==> src/rtl/register_file_arbiter_pkg.sv <==
// rtl/register_file_arbiter_pkg.sv - shared FSM state type and default widths for the register file arbiter
package register_file_arbiter_pkg;

   localparam int DEFAULT_ADDR_WIDTH = 6;
   localparam int DEFAULT_DATA_WIDTH = 32;

   typedef enum logic [2:0] {
      ST_IDLE,
      ST_WRITE_WAIT,
      ST_READ_STALL,
      ST_READ_ACCESS,
      ST_ACK
   } arb_state_t;

endpackage

==> src/rtl/register_file_arbiter.sv <==
// rtl/register_file_arbiter.sv - processor/debug sharing of the register file ports
// Processor traffic passes through; one debug access at a time is sequenced in by the FSM.
module register_file_arbiter
   import register_file_arbiter_pkg::*;
#(
   parameter int ADDR_WIDTH   = DEFAULT_ADDR_WIDTH,
   parameter int DATA_WIDTH   = DEFAULT_DATA_WIDTH,
   parameter int STARVE_LIMIT = 4
) (
   input  logic                  clock,
   input  logic                  reset,
   input  logic [ADDR_WIDTH-1:0] proc_read_address_1,
   input  logic [ADDR_WIDTH-1:0] proc_read_address_2,
   output logic [DATA_WIDTH-1:0] proc_read_value_1,
   output logic [DATA_WIDTH-1:0] proc_read_value_2,
   input  logic [ADDR_WIDTH-1:0] proc_write_address,
   input  logic [DATA_WIDTH-1:0] proc_write_value,
   input  logic                  proc_write_enable,
   output logic                  stall,
   input  logic                  debug_request,
   input  logic                  debug_write,
   input  logic [ADDR_WIDTH-1:0] debug_address,
   input  logic [DATA_WIDTH-1:0] debug_write_value,
   output logic                  debug_ack,
   output logic [DATA_WIDTH-1:0] debug_read_value,
   output logic [ADDR_WIDTH-1:0] rf_read_address_1,
   output logic [ADDR_WIDTH-1:0] rf_read_address_2,
   input  logic [DATA_WIDTH-1:0] rf_read_value_1,
   input  logic [DATA_WIDTH-1:0] rf_read_value_2,
   output logic [ADDR_WIDTH-1:0] rf_write_address,
   output logic [DATA_WIDTH-1:0] rf_write_value,
   output logic                  rf_write_enable
);

   localparam int CNT_W = $clog2(STARVE_LIMIT + 1);

   arb_state_t            r_state;
   arb_state_t            w_next_state;
   logic [CNT_W-1:0]      r_starve_cnt;
   logic [ADDR_WIDTH-1:0] r_addr;
   logic [DATA_WIDTH-1:0] r_data;
   logic [DATA_WIDTH-1:0] r_read_value;
   logic                  w_starved;
   logic                  w_bypass;

   assign w_starved = (r_starve_cnt == CNT_W'(STARVE_LIMIT));
   assign w_bypass  = proc_write_enable && (proc_write_address == r_addr);

   // Moore decode only: stall must never see a combinational path from inputs.
   assign stall = (r_state == ST_READ_STALL) || (r_state == ST_READ_ACCESS) ||
                  ((r_state == ST_WRITE_WAIT) && w_starved);
   assign debug_ack         = (r_state == ST_ACK);
   assign debug_read_value  = r_read_value;
   assign proc_read_value_1 = rf_read_value_1;
   assign proc_read_value_2 = rf_read_value_2;
   assign rf_read_address_2 = proc_read_address_2;

   always_ff @(posedge clock or posedge reset) begin
      if (reset) begin
         r_state      <= ST_IDLE;
         r_starve_cnt <= '0;
         r_addr       <= '0;
         r_data       <= '0;
         r_read_value <= '0;
      end else begin
         r_state <= w_next_state;
         case (r_state)
            ST_IDLE: begin
               if (debug_request) begin
                  r_addr       <= debug_address;
                  r_data       <= debug_write_value;
                  r_starve_cnt <= '0;
               end
            end
            ST_WRITE_WAIT: begin
               if (proc_write_enable && !w_starved) begin
                  r_starve_cnt <= r_starve_cnt + CNT_W'(1);
               end
            end
            ST_READ_ACCESS: r_read_value <= w_bypass ? proc_write_value : rf_read_value_1;
            default: ;
         endcase
      end
   end

   always_comb begin
      w_next_state      = r_state;
      rf_read_address_1 = proc_read_address_1;
      rf_write_address  = proc_write_address;
      rf_write_value    = proc_write_value;
      rf_write_enable   = proc_write_enable;
      case (r_state)
         ST_IDLE: begin
            if (debug_request) begin
               w_next_state = debug_write ? ST_WRITE_WAIT : ST_READ_STALL;
            end
         end
         ST_WRITE_WAIT: begin
            if (!proc_write_enable) begin
               rf_write_address = r_addr;
               rf_write_value   = r_data;
               rf_write_enable  = 1'b1;
               w_next_state     = ST_ACK;
            end
         end
         ST_READ_STALL: w_next_state = ST_READ_ACCESS;
         ST_READ_ACCESS: begin
            rf_read_address_1 = r_addr;
            w_next_state      = ST_ACK;
         end
         ST_ACK:  w_next_state = ST_IDLE;
         default: w_next_state = ST_IDLE;
      endcase
   end

endmodule

==> config.mk <==
export PLATFORM = sky130hd
export DESIGN_NAME = register_file_arbiter
export DESIGN_NICKNAME = d
export VERILOG_FILES = /design/src/rtl/register_file_arbiter_pkg.sv /design/src/rtl/register_file_arbiter.sv
export SDC_FILE = /design/constraint.sdc
export NUM_CORES = 1
export LEC_CHECK = 0
export CAP_MARGIN = 20
export CORE_UTILIZATION = 30
export DETAILED_ROUTE_END_ITERATION = 12
export PLACE_DENSITY = 0.73
export REMOVE_ABC_BUFFERS = 1
export SLEW_MARGIN = 10
export SYNTH_ARGS = -nofsm -noshare
export SYNTH_HDL_FRONTEND = slang
export SYNTH_SLANG_ARGS = --single-unit
export TNS_END_PERCENT = 50
==> constraint.sdc <==
create_clock -name clock -period 3.36 [get_ports clock]
set_input_delay 0.672 -clock clock [delete_from_list [all_inputs] [get_ports clock]]
set_output_delay 0.672 -clock clock [all_outputs]
set_load 0.01 [all_outputs]
==> impl_metrics.tcl, run 1 <==
set metrics [dict create \
    status "finished clean" \
    relSlewSlack_pct 31.2 \
    r2r_cells 4 \
    max_stage_delay_ps 480 \
    synth_simple_gate_area_share_pct 9.83 \
    drt_iter0_drc 119 \
    post-synth-top-count-cell "nand2_1" \
    powerDensity_nw_per_um2 745 \
    p_leak_nw 2.83 \
    crit_top_cell "clkdlybuf4s50_1" \
    synth_top_family_by_area "multiplexers" \
    diodes 0 \
    worstPathMaxFanout 19 \
    nets 753 \
    crit_path_cell_trace "clkdlybuf4s50_1, nor3_4, buf_12, mux2_1, clkdlybuf4s50_1" \
    ys_async_sr_fraction_pct 100 \
    placed_area_um2 6770 \
    drc 0 \
    synth_edf_count 0 \
    firstDrtPassIters 4 \
    cts_tree "yes" \
    finalWirelength_um 15600 \
    syn_inst 442 \
    cpMaxStageDelayCell "clkdlybuf4s50_1" \
    finClkSkew_ps 7.44 \
    r2r_slack_ps 1490 \
    cp.required_ps 2690 \
    io_pins 306 \
    hold_end "r_data[11]" \
    gp_congestion 0.757 \
    die_w_um 128 \
    placed_cells 794 \
    synth_top_area_cell "dfrtp_1" \
    seqCellArea_um2 1900 \
    clock_path_buffers 2 \
    period_share_pct 94.5 \
    grt_pass1_wl_um 23200 \
    drive_gt1_share_pct 14.7 \
    min_path_type "reg2reg" \
    ys_seq_area_share_pct 39.8 \
    synth.top_cell.area_share_pct 39.8 \
    yosys_warnings 0 \
    syn_area_um2 4770 \
    multiInputGateArea_um2 2170 \
    synth_mux_area_share_pct 19.7 \
    stdcell_area_um2 7100 \
    cts.repair.resized 0 \
    yosysUniqueCellTypes 33 \
    viasPerCell 4.77 \
    die-area_um2 16400 \
    area_delta_synth_final_pct 48.7 \
    hpwl_um 12100 \
    synth_compound_area_share_pct 13.9 \
    min_path_cells 1 \
    peakVddDrop_uv 342 \
    synth_common_cells "86 x nand2_1, 76 x dfrtp_1, 71 x buf_4" \
    worst_setup_path_end_kind "primary output" \
    path_clk_slew_ps 60 \
    io_buffers 229 \
    via_count 3862 \
    stdcell_count 809 \
    clk_latency_ps 340 \
    ys.flop_type "dfrtp_1" \
    cts_made_buffers 9 \
    clockRootBuffer "clkbuf_16" \
    cts_hold_buffers 0 \
    post-cts-setup-buffers 0 \
    final.min_clock_period_ps 3170 \
    numClockSinks 76 \
    critPathArrivalTime_ps 2500 \
    grt_overflow 0 \
    hp-start "r_data[11]" \
    grt_pass1_vias 4127 \
    crit_type "in2out" \
    synth_area_leaders "dfrtp_1 40%, mux2_1 13%, buf_4 11%" \
    htree_num_levels 3 \
    rsz0062_at_grt "false" \
    wire_per_inst_um 19.3 \
    place_ws_ps 193 \
    rows 45 \
    setup_viol 0 \
    core_area_um2 15400 \
    fmax_ghz 0.315 \
    gr-usage-all-layers_pct 19.3 \
    whs_ps 484 \
    setup_slack_ps 186 \
    setup-tns-final_ps 0 \
    report.final.slew_viol_count 0 \
    crit_path_start_kind "input pin" \
    synth_fa_ha_area_share_pct 0.524 \
    tightest_slew_ps 1030 \
    postRouteAntennaNets 0 \
    antenna_found_initial 0 \
    dieHeight_um 128 \
    avgSynthCellArea_um2 10.8 \
    fin_util_pct 46.2 \
    grt_max_degree 40 \
    ys_ff_latch 76 \
    post_synth_xor_area_fraction_pct 1.10 \
    finalPower_mw 5.29 \
    initial_core_util_pct 31.1 \
    drv_cap 0 \
    r2r_start "r_addr[0]" \
    n_fill_cell 1425 \
    hold_violations 0 \
    r2r-end "debug_read_value[31]" \
]
[how the worst max path moves through the flow]
stage | startpoint | end | slack, ps | cells past startpoint
4_1_cts | proc_write_enable | rf_write_value[2] | 190 | 5
2_1_floorplan | r_state[2] | rf_write_address[0] | -400 | 3
6_report | proc_write_enable | rf_write_value[2] | 190 | 5
3_3_place_gp | proc_write_enable | rf_write_value[31] | 200 | 5
5_1_grt | proc_write_enable | rf_write_value[9] | 130 | 5
3_5_place_dp | proc_write_enable | rf_write_value[5] | 190 | 5
[cell usage in the layout, fill, tap and decap left out, types with 6 or more instances in the layout]
cell type / Yosys / final
o211ai_2: 30 / 30
buf_4: 71 / 9
o211ai_1: 34 / 34
mux2_4: 20 / 20
dfrtp_1: 76 / 76
xnor2_1: 6 / 6
clkdlybuf4s50_1: 0 / 229
mux2_1: 56 / 56
nand2_1: 86 / 86
clkbuf_16: 0 / 9
[flip-flops by register name (all words and copies together) (netlist names)]
signal            count
r_addr                6
r_state               3
debug_read_value     32
r_data               32
r_starve_cnt          3
[critical path: cells and delay by family]
family	cells	cell delay [ps]
buf+inv	3	1180
mux	1	340
simple gates	1	290
[report_power, final]
| part | switching, mW | internal (mW) | leakage (nW) |
|---|---|---|---|
| logic | 1.14 | 1.41 | 1.76 |
| clock network | 0.377 | 0.685 | 0.158 |
| registers | 0.300 | 1.38 | 0.914 |
[cells by family (layout without fill, tap and decap cells)]
| group | after synthesis | after routing |
|---|---|---|
| AOI/OAI and AO/OA | 70 | 70 |
| xor gates and xnor gates | 6 | 6 |
| buffers and inverters | 105 | 261 |
| muxes | 77 | 77 |
| adders and majority gates | 2 | 2 |
| and+or+nand+nor | 106 | 106 |
| DFF | 76 | 76 |
[layout make-up]
type | instances | area share (%)
Multi-Input combinational cell | 261 | 30.5
Tap cell | 211 | 3.72
Clock buffer | 11 | 3.56
Clock inverter | 4 | 1.02
Timing Repair Buffer | 241 | 34.1
Sequential cell | 76 | 26.8
Inverter | 5 | 0.282
[routing by layer]
| layer | share of wire, % | track usage [%] | up-vias |
|---|---|---|---|
| met2 | 46 | 31.3 | 227 |
| met5 | 0.45 | 4.33 | - |
| met3 | 13 | 12.6 | 17 |
| met1 | 39 | 20.6 | 1844 |
| met4 | 1.1 | 4.57 | 2 |
| li1 | - | - | 1772 |
(Power assumes the default switching activity.)
==> run 2: changes to the inputs <==
- clock period: 3.36 -> 4 ns (I/O delays scaled with it)
==> impl_metrics.tcl, run 2 (synthesized netlist as in run 1, its figures left out) <==
set metrics [dict create \
    setup_slack_ps 484 \
    fmax_ghz 0.284 \
    clock_path_buffers 2 \
    firstDrtPassIters 4 \
    final.min_clock_period_ps 3520 \
    post-cts-setup-buffers 0 \
    min_path_cells 2 \
    via_count 3865 \
    finalWirelength_um 15700 \
    worst_setup_path_end_kind "primary output" \
    cts_hold_buffers 0 \
    switching_share_pct 34.6 \
    pwr-share-comb_pct 48.0 \
    crit_type "in2out" \
    drc 0 \
    diodes 0 \
    p_leak_nw 2.82 \
    finClkSkew_ps 7.97 \
    postRouteAntennaNets 0 \
    powerDensity_nw_per_um2 624 \
    rsz0062_at_grt "false" \
    rows 45 \
    grt_pass1_wl_um 23200 \
    grt_max_degree 59 \
    area_delta_synth_final_pct 47.9 \
    viasPerCell 4.78 \
    grt_overflow 0 \
    pwr-share-seq_pct 32.0 \
    internal_power_mw 2.88 \
    mostFrequentLayoutCells "229 x clkdlybuf4s50_1, 86 x nand2_1, 76 x dfrtp_1" \
    gr-usage-all-layers_pct 19.3 \
    nets 752 \
    drt_iter0_drc 176 \
    crit_path_start_kind "input pin" \
    io_buffers 229 \
    place_ws_ps 495 \
    cts.repair.resized 0 \
    clk_latency_ps 340 \
    r2r_start "r_state[2]" \
    antenna_found_initial 0 \
    cts_tree "yes" \
    gp_congestion 0.741 \
    io_pins 306 \
    report.final.slew_viol_count 0 \
    hpwl_um 11900 \
    r2r_slack_ps 1760 \
    clockRootBuffer "clkbuf_16" \
    clock_power_share_pct 19.9 \
    htree_num_levels 3 \
    setup_viol 0 \
    hold_violations 0 \
    die-area_um2 16400 \
    relSlewSlack_pct 30.5 \
    status "finished clean" \
    core_area_um2 15400 \
    peakVddDrop_uv 224 \
    worstPathMaxFanout 19 \
    wire_per_inst_um 19.3 \
    tightest_slew_ps 1040 \
    period_share_pct 87.9 \
    r2r-end "debug_read_value[20]" \
    r2r_cells 5 \
    drive_gt1_share_pct 14.4 \
    cts_made_buffers 9 \
    final_common_cell "clkdlybuf4s50_1" \
    numClockSinks 76 \
    die_w_um 128 \
    dieHeight_um 128 \
    hold_end "debug_read_value[17]" \
    n_fill_cell 1426 \
    min_path_type "reg2reg" \
    fin_util_pct 45.9 \
    path_clk_slew_ps 60 \
    hp-start "debug_read_value[17]" \
    drv_cap 0 \
    switchingPower_mw 1.52 \
    critPathArrivalTime_ps 2720 \
    grt_pass1_vias 4060 \
    cp.required_ps 3200 \
    initial_core_util_pct 31.1 \
]
-- run 2: critical path, stage by stage --
cell             delay [ps]
clkdlybuf4s50_1         490
nor3_4                  210
buf_4                   340
mux2_1                  360
clkdlybuf4s50_1         490
-- run 2: final cells by class --
type / instances / area [um2] / share of cell area (%)
Tap cell: 211 / 264 / 3.74
Multi-Input combinational cell: 261 / 2170 / 30.7
Clock buffer: 12 / 246 / 3.49
Inverter: 5 / 20.0 / 0.284
Clock inverter: 4 / 72.6 / 1.03
Timing Repair Buffer: 240 / 2390 / 33.8
Sequential cell: 76 / 1900 / 26.9
-- run 2: metal layers --
metal	part of all wire, %	vias up	global-route usage, %
met5	0.45	-	4.33
met4	1.0	2	5.40
met3	13	14	11.2
met2	46	231	30.5
met1	40	1839	21.6
li1	-	1779	-
-- run 2: worst max-delay path by stage --
stage / start / to / slack [ps] / cells after the start
floorplan: proc_write_enable / rf_write_address[0] / -3 / 2
global placement: proc_write_enable / rf_write_value[31] / 530 / 5
detailed placement: proc_write_enable / rf_write_value[31] / 490 / 5
CTS: proc_write_enable / rf_write_value[2] / 490 / 5
global route: proc_write_enable / rf_write_value[8] / 410 / 5
finish: proc_write_enable / rf_write_value[0] / 480 / 5
-- run 2: power groups by stage --
stage / registers [mW] / clock network, mW / logic (mW)
after floorplan: 1.43 / 0 / 1.04
after global placement: 1.40 / 0 / 2.09
after detailed placement: 1.43 / 0 / 2.14
after CTS: 1.42 / 0.904 / 2.15
after global routing: 1.47 / 0.938 / 2.29
final: 1.41 / 0.879 / 2.12
-- run 2: metrics by stage --
step	TNS (ps)	hold WS [ps]	cell area (um2)	cells	power [mW]
floorplan	-51.8	453	4080	342	2.47
global placement	0	465	6720	792	3.49
detailed placement	0	470	6720	792	3.57
CTS	0	486	7040	808	4.47
global route	0	502	7060	809	4.69
finish	0	483	7060	809	4.41
